<file path="src/rtl/fifo_read_ctrl_pkg.sv">
// Shared types and constants for the FIFO read-side controller and its skid buffer.
package fifo_read_ctrl_pkg;

  localparam int DEF_FIFO_WIDTH = 16;
  localparam int SKID_DEPTH     = 2;

  typedef logic [DEF_FIFO_WIDTH-1:0]        fifo_data_t;
  typedef logic [$clog2(SKID_DEPTH+1)-1:0]  skid_cnt_t;

  // Words held plus the read in flight, minus the word leaving this cycle, must stay below the depth.
  function automatic logic hasCredit(input skid_cnt_t cnt, input logic pending, input logic pop);
    logic [2:0] inFlight;
    inFlight = 3'(cnt) + 3'(pending) - 3'(pop);
    return inFlight < 3'(SKID_DEPTH);
  endfunction

endpackage

</file>
<file path="src/rtl/fifo_skid_buf.sv">
// Two-entry skid buffer absorbing the FIFO read latency; head entry is the output word.
module fifo_skid_buf
  import fifo_read_ctrl_pkg::*;
#(
  parameter int WIDTH = DEF_FIFO_WIDTH
) (
  input  logic             clk,
  input  logic             rst_n,
  input  logic             i_push,
  input  logic [WIDTH-1:0] i_pushData,
  input  logic             i_pop,
  output logic             o_valid,
  output logic [WIDTH-1:0] o_head,
  output skid_cnt_t        o_count
);

  logic [WIDTH-1:0] r_head;
  logic [WIDTH-1:0] r_tail;
  skid_cnt_t        r_cnt;

  // Push into the full buffer without a pop cannot happen: the credit check in the parent prevents it.
  always_ff @(posedge clk or negedge rst_n) begin
    if (!rst_n) begin
      r_head <= '0;
      r_tail <= '0;
      r_cnt  <= '0;
    end else begin
      case (r_cnt)
        2'd0: begin
          if (i_push) begin
            r_head <= i_pushData;
            r_cnt  <= 2'd1;
          end
        end
        2'd1: begin
          case ({i_push, i_pop})
            2'b11: r_head <= i_pushData;
            2'b10: begin
              r_tail <= i_pushData;
              r_cnt  <= 2'd2;
            end
            2'b01: r_cnt <= 2'd0;
            default: ;
          endcase
        end
        2'd2: begin
          if (i_pop) begin
            r_head <= r_tail;
            if (i_push) r_tail <= i_pushData;
            else        r_cnt  <= 2'd1;
          end
        end
        default: r_cnt <= 2'd0;
      endcase
    end
  end

  assign o_valid = (r_cnt != 2'd0);
  assign o_head  = r_head;
  assign o_count = r_cnt;

endmodule

</file>
<file path="src/rtl/fifo_read_ctrl.sv">
// Read-side controller for the sync FIFO: credit-based rd_en, skid buffer, valid/ready output.
// Optional protocol checker enabled by defining RD_CHECK_EN.
module fifo_read_ctrl
  import fifo_read_ctrl_pkg::*;
#(
  parameter int FIFO_WIDTH = DEF_FIFO_WIDTH,
  parameter int CNT_WIDTH  = 16
) (
  input  logic                  clk,
  input  logic                  rst_n,
  input  logic                  empty,
  input  logic [FIFO_WIDTH-1:0] data_out,
  input  logic                  underflow,
  output logic                  rd_en,
  output logic                  m_valid,
  input  logic                  m_ready,
  output logic [FIFO_WIDTH-1:0] m_data,
  output logic [CNT_WIDTH-1:0]  pop_count,
  output logic                  chk_err
);

  logic                 r_rdPending;
  logic [CNT_WIDTH-1:0] r_popCount;
  skid_cnt_t            w_bufCnt;
  logic                 w_valid;
  logic                 w_pop;
  logic                 w_rdEn;

  // rd_en depends combinationally on m_ready so a pop frees its slot in the same cycle.
  assign w_pop  = w_valid & m_ready;
  assign w_rdEn = rst_n & ~empty & hasCredit(w_bufCnt, r_rdPending, w_pop);

  always_ff @(posedge clk or negedge rst_n) begin
    if (!rst_n) begin
      r_rdPending <= 1'b0;
      r_popCount  <= '0;
    end else begin
      r_rdPending <= w_rdEn;
      if (w_pop) r_popCount <= r_popCount + CNT_WIDTH'(1);
    end
  end

  fifo_skid_buf #(
    .WIDTH(FIFO_WIDTH)
  ) u_skidBuf (
    .clk       (clk),
    .rst_n     (rst_n),
    .i_push    (r_rdPending),
    .i_pushData(data_out),
    .i_pop     (w_pop),
    .o_valid   (w_valid),
    .o_head    (m_data),
    .o_count   (w_bufCnt)
  );

  assign rd_en     = w_rdEn;
  assign m_valid   = w_valid;
  assign pop_count = r_popCount;

`ifdef RD_CHECK_EN
  logic r_chkErr;

  // Sticky: an underflow right after our read, or a read issued while empty, latches until reset.
  always_ff @(posedge clk or negedge rst_n) begin
    if (!rst_n) begin
      r_chkErr <= 1'b0;
    end else begin
      r_chkErr <= r_chkErr | (r_rdPending & underflow) | (w_rdEn & empty);
    end
  end

  assign chk_err = r_chkErr;
`else
  logic w_unusedUnderflow;
  assign w_unusedUnderflow = underflow;
  assign chk_err           = 1'b0;
`endif

endmodule

</file>
<file path="config.mk">
export PLATFORM = sky130hd
export DESIGN_NAME = fifo_read_ctrl
export DESIGN_NICKNAME = d
export VERILOG_FILES = /design/src/rtl/fifo_read_ctrl_pkg.sv /design/src/rtl/fifo_skid_buf.sv /design/src/rtl/fifo_read_ctrl.sv
export SDC_FILE = /design/constraint.sdc
export NUM_CORES = 1
export LEC_CHECK = 0
export CAP_MARGIN = 20
export CELL_PAD_IN_SITES_DETAIL_PLACEMENT = 1
export CELL_PAD_IN_SITES_GLOBAL_PLACEMENT = 1
export CORE_UTILIZATION = 39
export DETAILED_ROUTE_END_ITERATION = 10
export PLACE_DENSITY_LB_ADDON = 0.1
export RECOVER_POWER = 100
export SYNTH_ARGS = -nofsm -noshare
export SYNTH_HDL_FRONTEND = slang
export SYNTH_SLANG_ARGS = --single-unit
</file>
<file path="constraint.sdc">
create_clock -name clk -period 2.83 [get_ports clk]
set_clock_uncertainty 0.15 [all_clocks]
set_input_delay 0.566 -clock clk [delete_from_list [all_inputs] [get_ports clk]]
set_output_delay 0.566 -clock clk [all_outputs]
set_load 0.01 [all_outputs]
</file>
Word level (Yosys, flattened, before mapping)
Index checks and enable logic that the tools add are counted.
{ "classes": {"eq_ne": 12, "magnitude_cmp": 1, "n_addsub": 3, "n_reduce_logical": 7, "bitwise_logic": 4, "muxes": 12} }
{ "op_table": {"columns": ["cell", "count"], "rows": [
  ["2-to-1 mux 16 bit", 5],
  ["one-hot mux 16 bit (3 select lines)", 1],
  ["one-hot mux 16 bit (2 select lines)", 1],
  ["adder 16 x 1 -> 16 bit (second input constant)", 1],
  ["AND reduction 4 bit", 3],
  ["inequality test 2 bit (second input constant)", 4],
  ["== test 2 bit (second input constant)", 3],
  ["2-to-1 mux 2 bit", 3],
  ["one-hot mux 2 bit (3 select lines)", 1],
  ["== test 2 x 1 -> 1 bit (second input constant)", 2],
  ["inequality test 2 x 1 -> 1 bit (second input constant)", 2],
  ["one-hot mux 2 bit (2 select lines)", 1],
  ["nonzero test 2 bit", 2],
  ["adder 2 x 1 -> 3 bit", 1],
  ["AND 1 bit", 3],
  ["< comparator 3 x 2 -> 1 bit (second input constant)", 1],
  ["inequality test 3 x 1 -> 1 bit (second input constant)", 1],
  ["nonzero test 3 bit", 1],
  ["subtractor 3 x 1 -> 3 bit", 1],
  ["logical NOT 2 bit", 1],
  ["inverter 1 bit", 1]
]} }
{ "word_totals": {"elab_cells": 44, "input_bits": 21, "output_inout_bits": 35, "register_bits": 51} }

Depth between registers and ports, before layout
Gate-level depths: netlist of run 1.
{ "depth": {"word_depth": 5, "depth_mapped": 8, "ltp_nobuf": 6} }

Cells and area by module
From an unflattened synthesis of run 1, not the netlist that was laid out.
{ "unflattened": {"hier_cells": 177, "hier_area_um2": 2357.3} }
{ "modules_own_cells": {"columns": ["module", "area_per_inst_um2", "seq_area_each_um2", "n_inst", "cells_per_inst"], "rows": [
  ["fifo_skid_buf", 1542.7, 850.8, 1, 106],
  ["fifo_read_ctrl", 814.5, 425.4, 1, 71]
]} }

Worst setup path after synthesis of run 1
Ideal clock, no wire load.
{ "synth_path": {"path_type": "flip-flop to output port", "start": "register u_skidBuf.r_cnt[1] (netlist: u_skidBuf.o_count[1])", "end": "output port rd_en", "required_time_ps": 2114, "stages_incl_launch_ff": 9, "path_buffers": 2, "arrival_time_ps": 1909, "path_slack_ps": 205, "cell_sequence": "dfrtp_1 -> buf_6 -> nor2b_4 -> buf_6 -> and2_4 -> o21ai_0 -> fa_1 -> xor2_1 -> nor3_1"} }
{ "synth_between": {"elab_chain_len": 5, "elab_cells_between_ends": 6, "classes_between": "add/sub (2); order compare (1); bitwise (2); reduce/logical (1)"} }
{ "synth_lines": {"columns": ["item", "line", "rtl"], "rows": [
  ["from (decl)", "fifo_skid_buf.sv:19", "skid_cnt_t r_cnt;"],
  ["from (signal assigned)", "fifo_skid_buf.sv:26", "r_cnt <= '0;"],
  ["from (signal assigned)", "fifo_skid_buf.sv:32", "r_cnt <= 2'd1;"],
  ["from (signal assigned)", "fifo_skid_buf.sv:40", "r_cnt <= 2'd2;"],
  ["parallel branches: the longest is 2 deep, another holds adder 2 x 1 -> 3 bit", null, null],
  ["subtractor 3 x 1 -> 3 bit *", "fifo_read_ctrl_pkg.sv:13", "inFlight = 3'(cnt) + 3'(pending) - 3'(pop);"],
  ["< comparator 3 x 2 -> 1 bit *", "fifo_read_ctrl_pkg.sv:14", "return inFlight < 3'(SKID_DEPTH);"],
  ["AND 1 bit *", "fifo_read_ctrl.sv:31", "assign w_rdEn = rst_n & ~empty & hasCredit(w_bufCnt, r_rdPending, w_pop);"],
  ["to (decl)", "fifo_read_ctrl.sv:14", "output logic rd_en,"]
]} }
Mark *: on every way between the ends.

Final worst setup path of run 1
{ "layout_path": {"start": "register u_skidBuf.r_cnt[0] (netlist: u_skidBuf.o_count[0])", "end": "output port rd_en"} }
The elaborated chain is that of the path after synthesis.

==> results.sh, run 1 <==
export IMPL_status="finished, final reports clean"
export IMPL_tritoncts="built"
export IMPL_synth_net_count=213
export IMPL_pwr_density_cell_nw_per_um2=857
export IMPL_design_area_sq_um=3020
export IMPL_synthesis_to_layout_area_growth_pct=29.9
export IMPL_timing_rr_end="u_skidBuf.o_head[11]"
export IMPL_post_synth_inst_count=190
export IMPL_setup_tns_final_ns=0
export IMPL_power_internal_uw=1750
export IMPL_p_leak_uw=0.00129
export IMPL_global_route_overflow_total=0
export IMPL_fp_row_count=27
export IMPL_seq_power_share_pct=45.2
export IMPL_synthesis_area_sq_um=2330
export IMPL_slew_limit_headroom_pct=13.2
export IMPL_cts_clk_slew_worst_paths_ns=0.08
export IMPL_path_max_fanout=3
export IMPL_fp_coreArea_sq_um=5640
export IMPL_antenna_violations_before_repair=0
export IMPL_io_buffer_count=53
export IMPL_wire_length_of_the_first_global_routing_pass_mm=9.47
export IMPL_cts_htree_levels=2
export IMPL_min_delay_worst_endpoint="pop_count[15]"
export IMPL_asyncSetResetFlopFracSynth_pct=100
export IMPL_die_w_um=79.2
export IMPL_number_of_instances_on_the_worst_hold_path=1
export IMPL_cts_root_to_sink_buffers=2
export IMPL_grt_max_degree=52
export IMPL_post_drt_via_cell_ratio=5.10
export IMPL_p_sw_uw=842
export IMPL_setup_worst_path_start_class="flip-flop"
export IMPL_post_synthesis_area_per_instance_sq_um=12.2
export IMPL_route_detailed_drc=0
export IMPL_wl_per_cell_um=16.8
export IMPL_final_hold_worst_slack_ns=0.316
export IMPL_cts_buffers=5
export IMPL_slew_viol_final=0
export IMPL_max_cap_viol_count=0
export IMPL_cp_end_kind="primary output"
export IMPL_multi_input_comb_area_sq_um=946
export IMPL_netSwitchingFraction_pct=32.5
export IMPL_worst_skew_pair_late_latency_ns=0.30
export IMPL_r2r_start="u_skidBuf.o_count[0]"
export IMPL_hp_start="pop_count[15]"
export IMPL_drtAntennaViolNets=0
export IMPL_first_pass_iters=4
export IMPL_gp_congestion=0.739
export IMPL_synth_top_flop_cell="sky130_fd_sc_hd__dfrtp_1"
export IMPL_clock_power_share_pct=19.0
export IMPL_clock_sink_count=51
export IMPL_reg2reg_depth=6
export IMPL_drt_iter0_drc=59
export IMPL_timing_final_hold_violations=0
export IMPL_top_area_cell_type_share_of_the_netlist_area_pct=54.9
export IMPL_detailed_place_area_sq_um=2970
export IMPL_regArea_sq_um=1280
export IMPL_layout_min_cycle_time_ns=2.70
export IMPL_dieArea_sq_um=6280
export IMPL_ctsHoldBuffers=0
export IMPL_power_uw=2590
export IMPL_drt_wl_total_mm=5.49
export IMPL_path_class="flip-flop to primary output"
export IMPL_final_layout_size_suffix_gt1_share_pct=11.8
export IMPL_synth_seq_cells=51
export IMPL_max_clock_freq_mhz=371
export IMPL_arrival_ns=1.98
export IMPL_post_layout_nonfiller_instances=326
export IMPL_number_of_inserted_diodes=0
export IMPL_fill_cells=596
export IMPL_yosysSeqAreaShare_pct=54.9
export IMPL_max_slew_worst_pin_slew_ns=1.30
export IMPL_grt_pass1_vias=1901
export IMPL_final_count_of_negative_setup_slack_endpoints=0
export IMPL_timing_critical_path_required_ns=2.11
export IMPL_place_detailed_instances=317
export IMPL_worst_hold_path_type="flip-flop to flip-flop"
export IMPL_netlist_cell_type_count=35
export IMPL_die_height_um=79.2
export IMPL_final_net_count=277
export IMPL_yosys_warnings=0
export IMPL_globalRouteTotalUtil_pct=20.0
export IMPL_yosys_top_cells_area="sky130_fd_sc_hd__dfrtp_1 (55%), sky130_fd_sc_hd__mux2i_1 (6.9%), sky130_fd_sc_hd__mux2_4 (6.5%), sky130_fd_sc_hd__nor2_1 (3.7%), sky130_fd_sc_hd__a21oi_1 (3.7%)"
export IMPL_grt_setup_unrepaired="false"
export IMPL_max_vdd_ir_drop_mv=0.425
export IMPL_start_util_pct=41.2
export IMPL_number_of_synthesized_flops_with_an_enable_pin=0
export IMPL_yosysTopAreaCell="sky130_fd_sc_hd__dfrtp_1"
export IMPL_routed_via_count=1664
export IMPL_r2r_setup_slack_ns=0.34
export IMPL_cts_root_buffer="sky130_fd_sc_hd__clkbuf_8"
export IMPL_timing_final_crit_share_pct=95.2
export IMPL_top_level_ports=56
export IMPL_detailedPlacementHpwl_mm=3.91
export IMPL_p_comb_share_pct=35.8
## power groups by stage
stage	Combinational (uW)	Clock, uW	Sequential [uW]
floorplan	476	0	1230
global placement	984	0	1170
detailed placement	1030	0	1200
CTS	1050	506	1180
global route	1020	536	1210
finish	926	491	1170
## state kept, by name, summed over array words and instances (netlist names)
register	cells
pop_count	16
u_skidBuf.o_head	16
u_skidBuf.r_tail	16
u_skidBuf.o_count	2
r_rdPending	1
## per-stage QoR
step	setup WS, ns	util (%)
after floorplan	0.205	-
after global placement	-0.518	52.6
after detailed placement	-0.653	52.6
after CTS	0.00837	54.6
after global routing	0.0149	53.6
final	0.135	53.6
## how the worst max path moves through the flow
stage	from	end	slack, ns	cells after the start
finish	u_skidBuf.o_count[0]	rd_en	0.13	7
global placement	m_ready	rd_en	-0.52	7
CTS	u_skidBuf.o_count[0]	rd_en	0.008	7
detailed placement	m_ready	rd_en	-0.65	7
global route	u_skidBuf.o_count[0]	rd_en	0.01	7
floorplan	u_skidBuf.o_count[1]	rd_en	0.21	8
## cell type report
type	instances	area share [%]
Inverter	3	0.373
Multi-Input combinational cell	128	31.3
Clock inverter	1	0.994
Tap cell	72	2.98
Timing Repair Buffer	65	19.7
Sequential cell	51	42.2
Clock buffer	6	2.40
## cell usage in the layout (no fill, tap or decap), types with 2 or more instances in the layout
cell type	synthesis	routed
sky130_fd_sc_hd__dfrtp_1	51	51
sky130_fd_sc_hd__and4_1	2	2
sky130_fd_sc_hd__nand3_1	4	4
sky130_fd_sc_hd__o22ai_1	2	2
sky130_fd_sc_hd__buf_4	1	7
sky130_fd_sc_hd__clkbuf_2	0	2
sky130_fd_sc_hd__inv_1	3	3
sky130_fd_sc_hd__clkbuf_1	1	4
sky130_fd_sc_hd__clkbuf_8	0	5
sky130_fd_sc_hd__nor2b_1	2	2
sky130_fd_sc_hd__mux2i_1	16	16
sky130_fd_sc_hd__mux2_1	0	11
sky130_fd_sc_hd__dlygate4sd3_1	0	24
sky130_fd_sc_hd__nand2b_1	2	2
sky130_fd_sc_hd__nand2_1	6	6
sky130_fd_sc_hd__xnor2_1	8	8
sky130_fd_sc_hd__nor3_1	3	2
sky130_fd_sc_hd__mux2_2	7	6
sky130_fd_sc_hd__nand4_1	4	4
sky130_fd_sc_hd__a21oi_1	17	17
sky130_fd_sc_hd__nor2_1	23	23
sky130_fd_sc_hd__clkdlybuf4s50_1	0	26
sky130_fd_sc_hd__xor2_1	8	8
## critical path, cell delays in order (launching register included)
cell and delay, ns:
sky130_fd_sc_hd__dfrtp_1 0.43, sky130_fd_sc_hd__nor2b_4 0.13, sky130_fd_sc_hd__and2_4 0.17, sky130_fd_sc_hd__o21ai_1 0.08, sky130_fd_sc_hd__fa_2 0.52, sky130_fd_sc_hd__nand2_1 0.06, sky130_fd_sc_hd__nor3_2 0.13, sky130_fd_sc_hd__buf_2 0.16
## cell usage after synthesis, drive strengths merged, types with 3 or more instances
library cell / n
a21oi: 17
and2: 3
buf: 7
dfrtp: 51
inv: 3
mux2: 17
mux2i: 16
nand2: 6
nand3: 4
nand4: 4
nor2: 23
nor2b: 3
nor3: 3
xnor2: 8
xor2: 8
## repair_timing
| action | CTS | global route |
|---|---|---|
| setup buffers | 1 | 1 |
| endpoints found under the setup margin | 1 | 1 |
| gates resized for setup | 7 | 1 |
| pin swaps | 1 | 1 |
## routing by layer
metal | share of wire (%) | vias to the layer above | track usage, %
met5 | 0 | - | 0
met4 | 1.1 | 0 | 5.82
met3 | 3.7 | 6 | 5.06
met2 | 54 | 33 | 35.4
met1 | 42 | 853 | 23.8
li1 | - | 772 | -
## cell families after synthesis
kind of cell    share of synthesized area [%]
flops                                    54.9
buf+inv                                  3.44
fa+ha+maj                                1.40
compound gates                           6.24
other cells                             0.161
xor+xnor                                 6.02
simple gates                             11.1
mux                                      16.7
(Power assumes the default switching activity.)
==> inputs of run 2 (changes only) <==
- CORE_UTILIZATION: 39 -> 35
- clock period: 2.83 -> 2.27 ns (I/O delays scaled with it)
==> run 2 against run 1 <==
  * The run now ends with negative setup slack left
  * Design area grew 2.4%
  * Critical path depth is the same
  * Non-clock buffer count grew 4
  * Total power grew 26%
==> results.sh, run 2 (synthesis results as in run 1) <==
export IMPL_status="complete, but fails checks"
export IMPL_violated_checks="negative setup slack"
export IMPL_max_vdd_ir_drop_mv=0.535
export IMPL_final_net_count=281
export IMPL_arrival_ns=1.95
export IMPL_routed_via_count=1617
export IMPL_cp_end_kind="primary output"
export IMPL_path_max_fanout=3
export IMPL_ctsHoldBuffers=0
export IMPL_grt_setup_unrepaired="true"
export IMPL_start_util_pct=36.4
export IMPL_slew_viol_final=0
export IMPL_seq_power_share_pct=44.5
export IMPL_detailedPlacementHpwl_mm=3.41
export IMPL_wl_met2_mm=2.32
export IMPL_timing_final_crit_share_pct=113
export IMPL_power_internal_uw=2230
export IMPL_cts_root_to_sink_buffers=2
export IMPL_dieArea_sq_um=6980
export IMPL_die_w_um=83.5
export IMPL_pwr_density_cell_nw_per_um2=1050
export IMPL_max_clock_freq_mhz=391
export IMPL_final_count_of_negative_setup_slack_endpoints=1
export IMPL_die_height_um=83.5
export IMPL_path_class="flip-flop to primary output"
export IMPL_final_layout_size_suffix_gt1_share_pct=16.6
export IMPL_layout_min_cycle_time_ns=2.56
export IMPL_drt_iter0_drc=29
export IMPL_cts_buffers=5
export IMPL_global_route_overflow_total=0
export IMPL_cts_root_buffer="sky130_fd_sc_hd__clkbuf_8"
export IMPL_worst_hold_path_type="flip-flop to flip-flop"
export IMPL_cts_clk_slew_worst_paths_ns=0.10
export IMPL_critical_path_top_delay_family="adder cells"
export IMPL_cts_htree_levels=2
export IMPL_number_of_inserted_diodes=0
export IMPL_p_leak_uw=0.00133
export IMPL_clock_sink_count=51
export IMPL_worst_skew_pair_late_latency_ns=0.30
export IMPL_p_sw_uw=1020
export IMPL_final_common_cell="sky130_fd_sc_hd__dfrtp_1"
export IMPL_grt_pass1_vias=1742
export IMPL_setup_worst_path_start_class="flip-flop"
export IMPL_max_stage_delay_ns=0.53
export IMPL_route_detailed_drc=0
export IMPL_post_drt_via_cell_ratio=4.81
export IMPL_finish_utilization_pct=48.5
export IMPL_globalRouteTotalUtil_pct=15.1
export IMPL_drtAntennaViolNets=0
export IMPL_p_comb_share_pct=35.3
export IMPL_slew_limit_headroom_pct=16.3
export IMPL_drt_wl_total_mm=4.86
export IMPL_timing_critical_path_slowest_stage_cell="sky130_fd_sc_hd__fa_2"
export IMPL_most_common_layout_cells="sky130_fd_sc_hd__dfrtp_1 (51), sky130_fd_sc_hd__clkdlybuf4s50_1 (28), sky130_fd_sc_hd__nor2_1 (23)"
export IMPL_critical_path_buf_inv_count=1
export IMPL_io_buffer_count=53
export IMPL_clock_power_share_pct=20.2
export IMPL_grt_max_degree=52
export IMPL_netSwitchingFraction_pct=31.4
export IMPL_gp_congestion=0.689
export IMPL_timing_critical_path_required_ns=1.67
export IMPL_detail_route_wirelength_met1_mm=2.23
export IMPL_detailed_place_area_sq_um=3030
export IMPL_fp_row_count=29
export IMPL_highest_layer="met4"
export IMPL_design_area_sq_um=3090
export IMPL_routed_wl_met3_um=255
export IMPL_layout_setup_ws_ns=-0.287
export IMPL_fp_coreArea_sq_um=6390
export IMPL_antenna_violations_before_repair=0
export IMPL_final_hold_worst_slack_ns=0.316
export IMPL_tritoncts="built"
export IMPL_max_slew_worst_pin_slew_ns=1.26
export IMPL_top_level_ports=56
export IMPL_synthesis_to_layout_area_growth_pct=33.0
export IMPL_wl_per_cell_um=14.5
export IMPL_pre_cts_ws_ns=-0.852
export IMPL_max_cap_viol_count=0
export IMPL_crit_chain="nor2b_4 > and2_4 > o21ai_2 > fa_2 > nand2_2 > nor3_4 > buf_2"
export IMPL_timing_final_hold_violations=0
export IMPL_first_pass_iters=3
export IMPL_wire_length_of_the_first_global_routing_pass_mm=8.31
[run 2: cell types whose count changed in the layout (fill, tap and decap cells not counted), sizes merged]
cell,previous run,this run
dlygate4sd3,24,21
buf,8,13
dlygate4sd2,1,2
clkinv,0,1
clkdlybuf4s50,26,28
clkbuf,12,11
[run 2: routing by layer]
layer  global-route usage [%]  vias to the layer above
met2                     25.0                       32
met4                     3.70                        0
met5                        0                        -
li1                         -                      786
met3                     4.65                        7
met1                     19.4                      792
[run 2: final timing paths]
path,start,to,slack [ns],depth (start not counted)
setup / recovery,u_skidBuf.o_count[0],rd_en,-0.29,7
hold / removal,pop_count[15],pop_count[15],0.32,1
setup reg to reg,u_skidBuf.o_count[1],u_skidBuf.r_tail[9],0.14,7
hold reg to reg,pop_count[15],pop_count[15],0.32,1
max in group asynchronous,rst_n,pop_count[9],0.84,2
min in group asynchronous,rst_n,u_skidBuf.r_tail[12],0.36,2
[run 2: power groups by stage]
stage               combinational [uW]  clock (uW)  sequential, uW
floorplan                          607           0            1530
global placement                  1270           0            1470
detailed placement                1320           0            1470
CTS                               1310         688            1460
global route                      1260         722            1500
finish                            1150         658            1450
[run 2: cell type report]
type	count	area [sq um]
flip-flops and latches	51	1280
clock inverters	2	35.0
well taps	77	96.3
multi-input cells	128	962
clock buffers	6	82.6
repair buffers	69	631
inverters	3	11.3
fillers	683	3290
[run 2: worst register-to-register path, delay by kind of cell (launching register included)]
family / cells / cell delay, ns
DFF: 1 / 0.39
AOI/OAI and AO/OA: 1 / 0.12
muxes: 1 / 0.41
and+or+nand+nor: 2 / 0.30
buffers and inverters: 3 / 0.67
[run 2: repair_timing]
item / 4_1_cts / 5_1_grt
setup endpoints to repair: 2 / 1
buffers inserted: 1 / 2
pin swaps: 1 / 1
hold endpoints to repair: 0 / 0
gates resized for setup: 7 / 1
[run 2: stage by stage]
| step | instances | power (uW) | setup TNS (ns) |
|---|---|---|---|
| global route | 336 | 3490 | -0.381 |
| floorplan | 190 | 2140 | -0.0960 |
| CTS | 334 | 3460 | -0.342 |
| detailed placement | 325 | 2790 | -0.947 |
| global placement | 325 | 2740 | -0.809 |
| finish | 336 | 3250 | -0.287 |
==> inputs of run 3 (changes only) <==
- ABC_CLOCK_PERIOD_IN_PS: default -> 2270
==> results of run 3 <==
No change in the layout: final DEF, timing and power equal those of run 2.
